===== src/rtl/imem_loader.sv =====
// -----------------------------------------------------------------------------
// imem_loader
//
// Receives a byte stream and writes it into instruction memory while the
// processor core is held in reset. The stream is:
//   length low byte, length high byte (word count),
//   count * 4 data bytes (each word little-endian),
//   one checksum byte (only when IMEM_LOADER_CHECKSUM_EN is defined).
// Once the image is complete the core is released (cpu_reset_n=1, done=1).
// An oversize header or a checksum mismatch leads to the error state, which
// keeps the core in reset. DONE and ERR hold until the next start.
//
// Configuration macro:
//   IMEM_LOADER_CHECKSUM_EN - adds the CHK state and a running XOR of all
//                             data bytes, checked against a trailing byte.
//
// Parameters:
//   ADDR_WIDTH  - instruction-memory word-address width
//   DEPTH_WORDS - largest accepted word count (at most 2**ADDR_WIDTH)
//
// Ports:
//   clk          in   single clock, rising edge
//   reset        in   asynchronous, active-low reset
//   start        in   one-cycle load request (ignored while a load runs)
//   in_data      in   stream byte
//   in_valid     in   in_data is valid
//   in_ready     out  loader accepts a byte this cycle
//   imem_we      out  one-cycle instruction-memory write strobe
//   imem_addr    out  word address of the current write
//   imem_wdata   out  assembled instruction word
//   cpu_reset_n  out  active-low core hold, 1 only in DONE
//   done         out  image loaded
//   error        out  load aborted
// -----------------------------------------------------------------------------
`timescale 1ns / 1ps

module imem_loader #(
  parameter int ADDR_WIDTH  = 8,
  parameter int DEPTH_WORDS = 256
) (
  input  logic                  clk,
  input  logic                  reset,
  input  logic                  start,
  input  logic [7:0]            in_data,
  input  logic                  in_valid,
  output logic                  in_ready,
  output logic                  imem_we,
  output logic [ADDR_WIDTH-1:0] imem_addr,
  output logic [31:0]           imem_wdata,
  output logic                  cpu_reset_n,
  output logic                  done,
  output logic                  error
);

  localparam logic [16:0] DepthLimit = 17'(DEPTH_WORDS);

`ifdef IMEM_LOADER_CHECKSUM_EN
  typedef enum logic [2:0] {
    IDLE   = 3'd0,
    LEN_LO = 3'd1,
    LEN_HI = 3'd2,
    DATA   = 3'd3,
    CHK    = 3'd4,
    DONE   = 3'd5,
    ERR    = 3'd6
  } state_t;
  localparam state_t AfterData = CHK;
`else
  typedef enum logic [2:0] {
    IDLE   = 3'd0,
    LEN_LO = 3'd1,
    LEN_HI = 3'd2,
    DATA   = 3'd3,
    DONE   = 3'd5,
    ERR    = 3'd6
  } state_t;
  localparam state_t AfterData = DONE;
`endif

  state_t      state;
  state_t      nextState;

  logic        accept;
  logic        idleLike;
  logic        lastWordByte;
  logic [15:0] hdrCount;
  logic [15:0] count;
  logic [15:0] wordCnt;
  logic [1:0]  lane;
  logic [23:0] wordBuf;
`ifdef IMEM_LOADER_CHECKSUM_EN
  logic [7:0]  xorAcc;
`endif

  assign accept       = in_valid & in_ready;
  assign idleLike     = (state == IDLE) || (state == DONE) || (state == ERR);
  // Full length as it will be once the high byte currently on in_data lands.
  assign hdrCount     = {in_data, count[7:0]};
  // Fourth byte of the final word: the load moves on at this very edge, so
  // the write strobe for that word lands in the first cycle of the next state.
  assign lastWordByte = (lane == 2'd3) && ((wordCnt + 16'd1) == count);

  // ---------------------------------------------------------------------------
  // State register
  // ---------------------------------------------------------------------------
  // NOTE: clocked state is assigned with <= so every flop samples the values
  // from before the edge, independent of block ordering.
  always_ff @(posedge clk or negedge reset) begin
    if (!reset) begin
      state <= IDLE;
    end else begin
      state <= nextState;
    end
  end

  // ---------------------------------------------------------------------------
  // Next-state logic
  // ---------------------------------------------------------------------------
  // NOTE: nextState gets a default before the case so no path leaves it
  // unassigned, which would otherwise infer a latch.
  always_comb begin
    nextState = state;
    case (state)
      IDLE, DONE, ERR: begin
        if (start) nextState = LEN_LO;
      end
      LEN_LO: begin
        if (accept) nextState = LEN_HI;
      end
      LEN_HI: begin
        if (accept) begin
          if (hdrCount == 16'd0)                 nextState = AfterData;
          else if ({1'b0, hdrCount} > DepthLimit) nextState = ERR;
          else                                   nextState = DATA;
        end
      end
      DATA: begin
        if (accept && lastWordByte) nextState = AfterData;
      end
`ifdef IMEM_LOADER_CHECKSUM_EN
      CHK: begin
        if (accept) nextState = (in_data == xorAcc) ? DONE : ERR;
      end
`endif
      default: nextState = IDLE;
    endcase
  end

  // ---------------------------------------------------------------------------
  // State-decoded outputs
  // ---------------------------------------------------------------------------
  always_comb begin
    in_ready    = 1'b0;
    cpu_reset_n = 1'b0;
    done        = 1'b0;
    error       = 1'b0;
    case (state)
      LEN_LO, LEN_HI, DATA: in_ready = 1'b1;
`ifdef IMEM_LOADER_CHECKSUM_EN
      CHK:                  in_ready = 1'b1;
`endif
      DONE: begin
        cpu_reset_n = 1'b1;
        done        = 1'b1;
      end
      ERR:                  error    = 1'b1;
      default:              ;
    endcase
  end

  // ---------------------------------------------------------------------------
  // Header, word assembly and write strobe
  // ---------------------------------------------------------------------------
  always_ff @(posedge clk or negedge reset) begin
    if (!reset) begin
      count      <= '0;
      wordCnt    <= '0;
      lane       <= '0;
      wordBuf    <= '0;
      imem_we    <= 1'b0;
      imem_addr  <= '0;
      imem_wdata <= '0;
    end else begin
      imem_we <= 1'b0;
      if (idleLike && start) begin
        count     <= '0;
        wordCnt   <= '0;
        lane      <= '0;
        imem_addr <= '0;
      end else if (accept) begin
        case (state)
          LEN_LO: count[7:0]  <= in_data;
          LEN_HI: count[15:8] <= in_data;
          DATA: begin
            lane <= lane + 2'd1;
            case (lane)
              2'd0: wordBuf[7:0]   <= in_data;
              2'd1: wordBuf[15:8]  <= in_data;
              2'd2: wordBuf[23:16] <= in_data;
              default: begin
                imem_we    <= 1'b1;
                imem_wdata <= {in_data, wordBuf};
                imem_addr  <= ADDR_WIDTH'(wordCnt);
                wordCnt    <= wordCnt + 16'd1;
              end
            endcase
          end
          default: ;
        endcase
      end
    end
  end

`ifdef IMEM_LOADER_CHECKSUM_EN
  // Running XOR over every data byte of the current image.
  always_ff @(posedge clk or negedge reset) begin
    if (!reset) begin
      xorAcc <= '0;
    end else if (idleLike && start) begin
      xorAcc <= '0;
    end else if (accept && (state == DATA)) begin
      xorAcc <= xorAcc ^ in_data;
    end
  end
`endif

endmodule

===== config.mk =====
export PLATFORM = sky130hd
export DESIGN_NAME = imem_loader
export DESIGN_NICKNAME = d
export VERILOG_FILES = /design/src/rtl/imem_loader.sv
export SDC_FILE = /design/constraint.sdc
export NUM_CORES = 1
export LEC_CHECK = 0
export ABC_AREA = 1
export CORE_ASPECT_RATIO = 2
export CORE_MARGIN = 4
export CORE_UTILIZATION = 40
export DETAILED_ROUTE_END_ITERATION = 8
export SETUP_SLACK_MARGIN = 0.1
export SYNTH_ARGS = -nofsm -noshare
export SYNTH_HDL_FRONTEND = slang
export SYNTH_SLANG_ARGS = --single-unit

===== constraint.sdc =====
create_clock -name clk -period 2.4 [get_ports clk]
set_clock_uncertainty 0.05 [all_clocks]
set_input_delay 0.36 -clock clk [delete_from_list [all_inputs] [get_ports clk]]
set_output_delay 0.36 -clock clk [all_outputs]
set_load 0.02 [all_outputs]

* After elaboration in Yosys (flattened, before gate mapping)
Index checks and enable logic that the tools add are counted.
Word-level totals: register bits 102, word-level logic and storage cells 84, bits of input ports 12
Cells by class: magnitude comparators 1, equal/unequal tests 14, reductions and logical operators 24, multiplexer cells 29, bitwise logic cells 3, $add $sub $neg 2
Operator list (number):
- 16-bit two-way mux | 6
- 8-bit two-way mux | 6
- 4-bit AND reduction | 5
- 3-bit two-way mux | 6
- 16-bit by 1-bit adder with 16-bit output, second input constant | 1
- 16-bit equality test | 1
- 16-bit by 9-bit > comparator with 1-bit output, second input constant | 1
- 16-bit logical NOT | 1
- 3-bit one-hot mux with 4 select lines | 1
- 3-bit OR reduction | 3
- 2-bit != test, second input constant | 4
- 2-bit nonzero test | 4
- 1-bit two-way mux | 7
- 3-bit by 2-bit equality test with 1-bit output, second input constant | 2
- 3-bit equality test, second input constant | 2
- 2-bit two-way mux | 3
- 2-bit AND reduction | 3
- 2-bit equality test, second input constant | 2
- 3-bit by 1-bit equality test with 1-bit output, second input constant | 1
- 1-bit logical AND | 3
- 3-bit logical NOT | 1
- 3-bit AND reduction | 1
- 2-bit by 1-bit adder with 2-bit output, second input constant | 1
- 2-bit by 1-bit equality test with 1-bit output, second input constant | 1
- other kinds (5) | 7

* Logic depth before layout (Yosys ltp)
Gate-level depths: netlist of the first run.
depth in word-level cells 7, depth in mapped cells 16

* Worst setup path after synthesis of the first run
Ideal clock, no wire load.
path type reg2reg, start reg wordCnt[0], end reg state[2], library setup time 117 ps, slack 576 ps, period minus slack after synthesis 1824 ps, data arrival time 1657 ps, stages on the path, launching flop included 17, path through dfrtp_1 ha_1 nand2_2 nor2_4 nand2_1 nand2_1 nand2_1 nand2_1 nand2_1 inv_1 nand3_2 nor2_2 nand3_2 nand2_4 nand2_4 nand2_1 nand2_1
Between the ends: longest elaborated chain between the ends 6
Ends and longest elaborated chain:
- start, declared | RTL line 88 | logic [15:0] wordCnt;
- start signal, assigned | RTL line 204 | wordCnt <= wordCnt + 16'd1;
- 16-bit by 1-bit adder with 16-bit output | RTL line 101 | assign lastWordByte = (lane == 2'd3) && ((wordCnt + 16'd1) == count);
- 16-bit equality test | RTL line 101
- 1-bit logical AND | RTL line 101
- 1-bit logical AND | RTL line 138 | if (accept && lastWordByte) nextState = AfterData;
- 2-bit != test (no source line)
- 4-bit AND reduction (no source line)
- end signal, assigned | RTL line 112 | state <= nextState;
- end, declared | RTL line 80 | state_t state;
No other way between the ends. A chain may end at the register's enable or synchronous reset.

* Final worst setup path of the first run
start reg state[0], end reg wordCnt[13]
Between the ends: longest elaborated chain between the ends 6, elaborated cells on any way between the ends 17, those cells by class eq/ne: 6; mux: 2; bitwise: 1; reduce/logical: 8
Ends and longest elaborated chain:
- 3-bit by 1-bit equality test with 1-bit output (tied with other cells) | RTL line 157 | case (state)
- 3-bit OR reduction / 1-bit logical OR (equally long branches) | RTL line 157, 96
- 1-bit two-way mux / 1-bit logical OR (equally long branches) | RTL line 157, 96
- 1-bit AND / 1-bit logical AND (equally long branches) | RTL line 95, 185
- 2-bit nonzero test (no source line) / 2-bit by 1-bit != test with 1-bit output (equally long branches)
- 3-bit AND reduction (no source line)
Parallel ways exist; a longest one is shown, timed or not.

==> impl_results.md, run 1 <==
* IO buf count at 56
* Mapped Avg Cell Area at 8.22 sq um
* Max IR drop VDD at 0.536 mV
* Global route overflow at 0
* Critical path arrival at 2.26 ns
* Clk slew on worst S/H paths at 0.08 ns
* HP Class: flop to flop
* Initial Util at 0.406
* Detailed Route Iter0 Violations at 169
* Final slew viol count at 0
* WP data required at 2.56 ns
* Seq cells post-synth at 102
* Residual DRC at 0
* Final Hold Fails at 0
* DR WL/cell at 16.2 um
* Final RePlAce weighted congestion at 0.883
* Routed vias at 4099
* Most used cell, CP: inv_2
* Slew @ Worst Pin at 0.600 ns
* Number of distinct library cells after synthesis at 30
* Diodes inserted at 0
* First drt pass iteration count at 4
* DP HPWL at 9.67 mm
* Dpl cell area at 5620 sq um
* Number of H-tree levels at 3
* Reg-to-Reg Start: state[0]
* Share of layout cells above drive strength 1 at 0.103
* Maxcap violations at 0
* Commonest non-fill, non-tap cell in the layout: nand2_1
* CORE AREA at 12100 sq um
* Worst R2R Setup Slack at 0.30 ns
* Rel. slew slack at 0.600
* Mapped Area at 4900 sq um
* Via/cell ratio at 5.06
* Pwr dens at 948 nW/um^2
* Crit-path cells: inv_2 > a21oi_2 > a31oi_1 > inv_2 > nor2_4 > nor2_1 > inv_1 > o21ai_0
* Critical Path Slowest Stage Cell: dfrtp_1
* CP Depth at 8
* Io pins at 57
* RSZ-0062 raised after global routing: no
* Warnings from Yosys at 0
* Final Hold Slack at 0.418 ns
* Final wirelength at 13.1 mm
* Fin area at 5970 sq um
* CTS tree: yes
* GRT Resource Usage Total at 0.189
* Area of the die at 14200 sq um
* Syn Inst Count at 596
* Total negative setup slack at 0 ns
* Longest Clk Path Bufs at 2
* Area growth from synthesis to layout at 22.0%
* Commonest cells after routing, fill and taps aside: nand2_1, dfrtp_1, o21ai_0, inv_1, clkdlybuf4s50_1
* Largest net degree at the start of global routing at 58
* Final nets at 676
* Crit share post-route at 0.875
* Delay-heaviest family, CP: buffers and inverters
* Status: complete, no violations
* Period minus WS final at 2.10 ns
* Worst R2R Path Depth at 8
* Worst Setup Start Kind: flop
* Syn Nets at 614
* Critical Path Sink Type: flop
* CP Class: flop to flop
* Vias in the first global route at 4136
* Slowest stage delay, CP at 0.43 ns
* Critical Path End: wordCnt[13]
* WP buf/inv at 3
* First-pass GRT wire length at 20.6 mm
* Peak Freq at 0.476 GHz
* Reg-to-Reg End: wordCnt[13]
* CTS buffer count at 9
* Static leakage at 0.00290 uW
* Initial antenna violation count at 0
* Number of synthesized flops with an enable pin at 0
* Clock latency on the worst-skew pair at 0.35 ns
* Routed Antenna Nets at 0
* # rows at 57
* Sink Count at 102
* Sequential element share of the synthesized area at 0.521
* CTS root buf: clkbuf_16
* Worst-path fanout max at 14
* Synth async-reset ratio at 1.00
* Post-synth top flop: dfrtp_1
* Critical path origin: state[0]
* Setup-failing EPs final at 0
* Die Y-Extent at 164 um
* Die W at 86.2 um
## per-stage QoR
| step | power (uW) | setup WS, ns | util | cells |
|---|---|---|---|---|
| 2_1_floorplan | 3550 | 0.576 | - | 596 |
| 3_3_place_gp | 4110 | 0.248 | 0.466 | 790 |
| 3_5_place_dp | 4170 | 0.196 | 0.466 | 790 |
| 4_1_cts | 5710 | 0.186 | 0.493 | 807 |
| 5_1_grt | 6030 | 0.167 | 0.496 | 810 |
| 6_report | 5660 | 0.300 | 0.496 | 810 |
## where the power goes
group | switching (uW) | internal [uW]
registers | 296 | 2130
logic | 1060 | 629
clock network | 688 | 858
## cells by family (layout without fill, tap and decap cells)
| logic type | Yosys count | after routing | share of synthesized area |
|---|---|---|---|
| buffers and inverters | 76 | 142 | 0.0649 |
| DFF | 102 | 102 | 0.521 |
| xor gates and xnor gates | 2 | 2 | 0.00716 |
| AOI/OAI and AO/OA | 86 | 86 | 0.0981 |
| adders and majority gates | 6 | 6 | 0.0153 |
| and+or+nand+nor | 324 | 325 | 0.293 |
## sequential cells by signal, indices dropped and copies added, names as in the netlist
signal	cells
imem_wdata	32
lane	2
imem_addr	8
wordBuf	24
state	3
wordCnt	16
imem_we	1
count	16
## worst reg2reg max path: cells and delay by family (launching register included)
family	cells	cell delay, ns
AO/OA/AOI/OAI	3	0.52
flip-flops	1	0.43
buffers and inverters	3	0.67
AND/OR/NAND/NOR	2	0.28
## worst min-delay path by stage
stage / startpoint / to / slack, ns / cells after the start
final: wordBuf[4] / imem_wdata[4] / 0.42 / 2
after global routing: wordBuf[6] / imem_wdata[6] / 0.45 / 2
after CTS: wordBuf[4] / imem_wdata[4] / 0.42 / 2
after detailed placement: reset / imem_wdata[22] / 0.32 / 1
after global placement: reset / imem_wdata[6] / 0.32 / 1
after floorplan: reset / count[0] / 0.01 / 0
## layer usage
| layer | up-vias | wire, um | GRT usage |
|---|---|---|---|
| met5 | - | 0 | 0 |
| met4 | 0 | 829 | 0.134 |
| met3 | 45 | 379 | 0.0290 |
| met2 | 93 | 6940 | 0.335 |
| met1 | 1928 | 4950 | 0.200 |
| li1 | 2033 | - | - |
## synth_stat cells, types with 2 or more instances
cell	n	area share
o21ai_1	7	0.0072
nand3b_1	3	0.0046
nand2_1	227	0.17
nand2_2	8	0.010
buf_6	2	0.0046
buf_2	8	0.0082
nor2_1	22	0.017
a31oi_1	2	0.0026
nand3_1	34	0.035
nand2_4	2	0.0046
nand4_1	10	0.013
inv_1	51	0.039
o22ai_1	9	0.011
ha_1	6	0.015
a22oi_1	3	0.0046
o21ai_0	59	0.060
inv_2	8	0.0061
buf_4	2	0.0031
nand3_2	3	0.0061
dfrtp_1	102	0.52
clkbuf_1	5	0.0038
nor2_2	5	0.0064
nor2_4	10	0.023
o211ai_1	2	0.0031
## area by class of cell
type                            count  area [sq um]
Multi-Input combinational cell    419          2040
Fill cell                        1165          6080
Clock inverter                      6          77.6
Tap cell                          147           184
Clock buffer                       10           239
Timing Repair Buffer               67           662
Inverter                           59           221
Sequential cell                   102          2550
## repair_timing
item,CTS,global route
endpoints found under the hold margin,36,0
gates resized for setup,1,4
pin swaps,0,1
setup buffers,0,2
cloned,0,1
endpoints found under the setup margin,1,6
hold buffers,1,0
Note: power is estimated with default switching activity, not from simulation.
==> run 2, diff against run 1 <==
CAP_MARGIN = 20   (was unset)
CORE_MARGIN = unset   (was 4)
==> impl_results.md, run 2 (synthesis gave the netlist of run 1 again) <==
* Status: complete, no violations
* DR WL/cell at 15.6 um
* Largest registers: imem_wdata (32), wordBuf (24)
* Final slew viol count at 0
* Worst-path fanout max at 4
* WP buf/inv at 2
* Global route overflow at 0
* Clk slew on worst S/H paths at 0.08 ns
* WP data required at 1.99 ns
* Slew @ Worst Pin at 0.573 ns
* FF/Latch Area at 2550 sq um
* Combinational Power Share at 0.299
* Residual DRC at 0
* Sw Share at 0.362
* Largest net degree at the start of global routing at 58
* Routed vias at 4095
* Final Hold Fails at 0
* Final Hold Slack at 0.427 ns
* Routed Antenna Nets at 0
* Postcts setup bufs at 0
* Area of the die at 12700 sq um
* CORE AREA at 11800 sq um
* Critical Path Slowest Stage Cell: clkdlybuf4s50_1
* Crit share post-route at 0.909
* Diodes inserted at 0
* Crit-path cells: inv_1 > nand2_1 > nor2_1 > clkdlybuf4s50_1
* Largest register FFs at 32
* Setup-failing EPs final at 0
* CTS tree: yes
* Initial Util at 0.414
* Post-place setup slack at 0.198 ns
* Share of layout cells above drive strength 1 at 0.0971
* Final nets at 672
* DP HPWL at 9.58 mm
* Total negative setup slack at 0 ns
* Slowest stage delay, CP at 0.62 ns
* CTS buffer count at 9
* Fillers at 1159
* Detailed Route Iter0 Violations at 177
* First drt pass iteration count at 4
* Delay-heaviest family, CP: buffers and inverters
* Largest Register: imem_wdata
* Io pins at 57
* Rel. slew slack at 0.618
* Critical path arrival at 1.77 ns
* Internal power at 3600 uW
* HP Class: input port to asynchronous set/reset pin
* Clock latency on the worst-skew pair at 0.35 ns
* First-pass GRT wire length at 20.1 mm
* Worst Setup Start Kind: flop
* Sink Count at 102
* Initial antenna violation count at 0
* Vias in the first global route at 4031
* Clock power frac at 0.271
* Via/cell ratio at 5.09
* GRT Resource Usage Total at 0.213
* Area growth from synthesis to layout at 21.2%
* CP Class: flop to primary output
* Final RePlAce weighted congestion at 0.942
* Longest Clk Path Bufs at 2
* Number of H-tree levels at 3
* CTS root buf: clkbuf_16
* Die W at 80.2 um
* Commonest cells after routing, fill and taps aside: nand2_1, dfrtp_1, o21ai_0, clkdlybuf4s50_1, inv_1
* Multi-input gate area at 2030 sq um
* Fin worst setup slack at 0.218 ns
* Commonest non-fill, non-tap cell in the layout: nand2_1
* Static leakage at 0.00284 uW
* Seq pwr share at 0.431
* Peak Freq at 0.458 GHz
* IO buf count at 56
* Pwr dens at 950 nW/um^2
* Final wirelength at 12.5 mm
* # rows at 56
* Switching pwr at 2040 uW
* Critical Path Sink Type: primary output
* Maxcap violations at 0
* Period minus WS final at 2.18 ns
* RSZ-0062 raised after global routing: no
* Max IR drop VDD at 0.578 mV
* Die Y-Extent at 158 um
-- run 2: through the flow --
stage	total power, uW	util	cell area [sq um]	instances
floorplan	3550	-	4900	596
finish	5640	0.501	5930	804
global placement	4110	0.473	5610	787
CTS	5700	0.501	5930	804
global route	5990	0.501	5930	804
detailed placement	4160	0.473	5610	787
-- run 2: final timing paths --
kind | start | endpoint | slack [ns] | cells after the start
worst min-delay path | reset | wordBuf[18] | 0.43 | 2
worst max-delay path | state[1] | cpu_reset_n | 0.22 | 4
max in group asynchronous | reset | state[2] | 1.22 | 3
worst max register to register | wordCnt[1] | state[1] | 0.32 | 14
worst min register to register | wordBuf[4] | imem_wdata[4] | 0.43 | 2
min in group clk | wordBuf[4] | imem_wdata[4] | 0.43 | 2
-- run 2: repair_timing --
| item | in CTS | in global routing |
|---|---|---|
| hold buffers | 1 | 0 |
| endpoints found under the setup margin | 0 | 1 |
| hold endpoints to repair | 27 | 0 |
| resized for setup | 0 | 1 |
-- run 2: routing by layer --
metal | wire (um) | share of wire | vias up | GRT usage
li1 | - | - | 2030 | -
met1 | 4520 | 0.36 | 1963 | 0.218
met2 | 7150 | 0.57 | 71 | 0.406
met3 | 292 | 0.023 | 31 | 0.0309
met4 | 565 | 0.045 | 0 | 0.113
met5 | 0 | 0 | - | 0
-- run 2: layout make-up --
| cell class | instances | area share |
|---|---|---|
| clock buffers | 9 | 0.0380 |
| multi-input cells | 418 | 0.342 |
| inverters | 59 | 0.0373 |
| well taps | 145 | 0.0306 |
| clock inverters | 7 | 0.0154 |
| flip-flops and latches | 102 | 0.430 |
| repair buffers | 64 | 0.107 |
-- run 2: power groups by stage --
stage                     Clock, uW  Sequential [uW]  Combinational [uW]
final                          1530             2430                1680
after global routing           1620             2480                1890
after CTS                      1570             2430                1710
after detailed placement          0             2460                1700
after global placement            0             2440                1670
after floorplan                   0             2470                1090
==> run 3, diff against run 2 <==
CTS_CLUSTER_SIZE = 30   (was unset)
==> results of run 3 <==
Same layout as run 2: the final DEF is identical, and so are final timing and power.
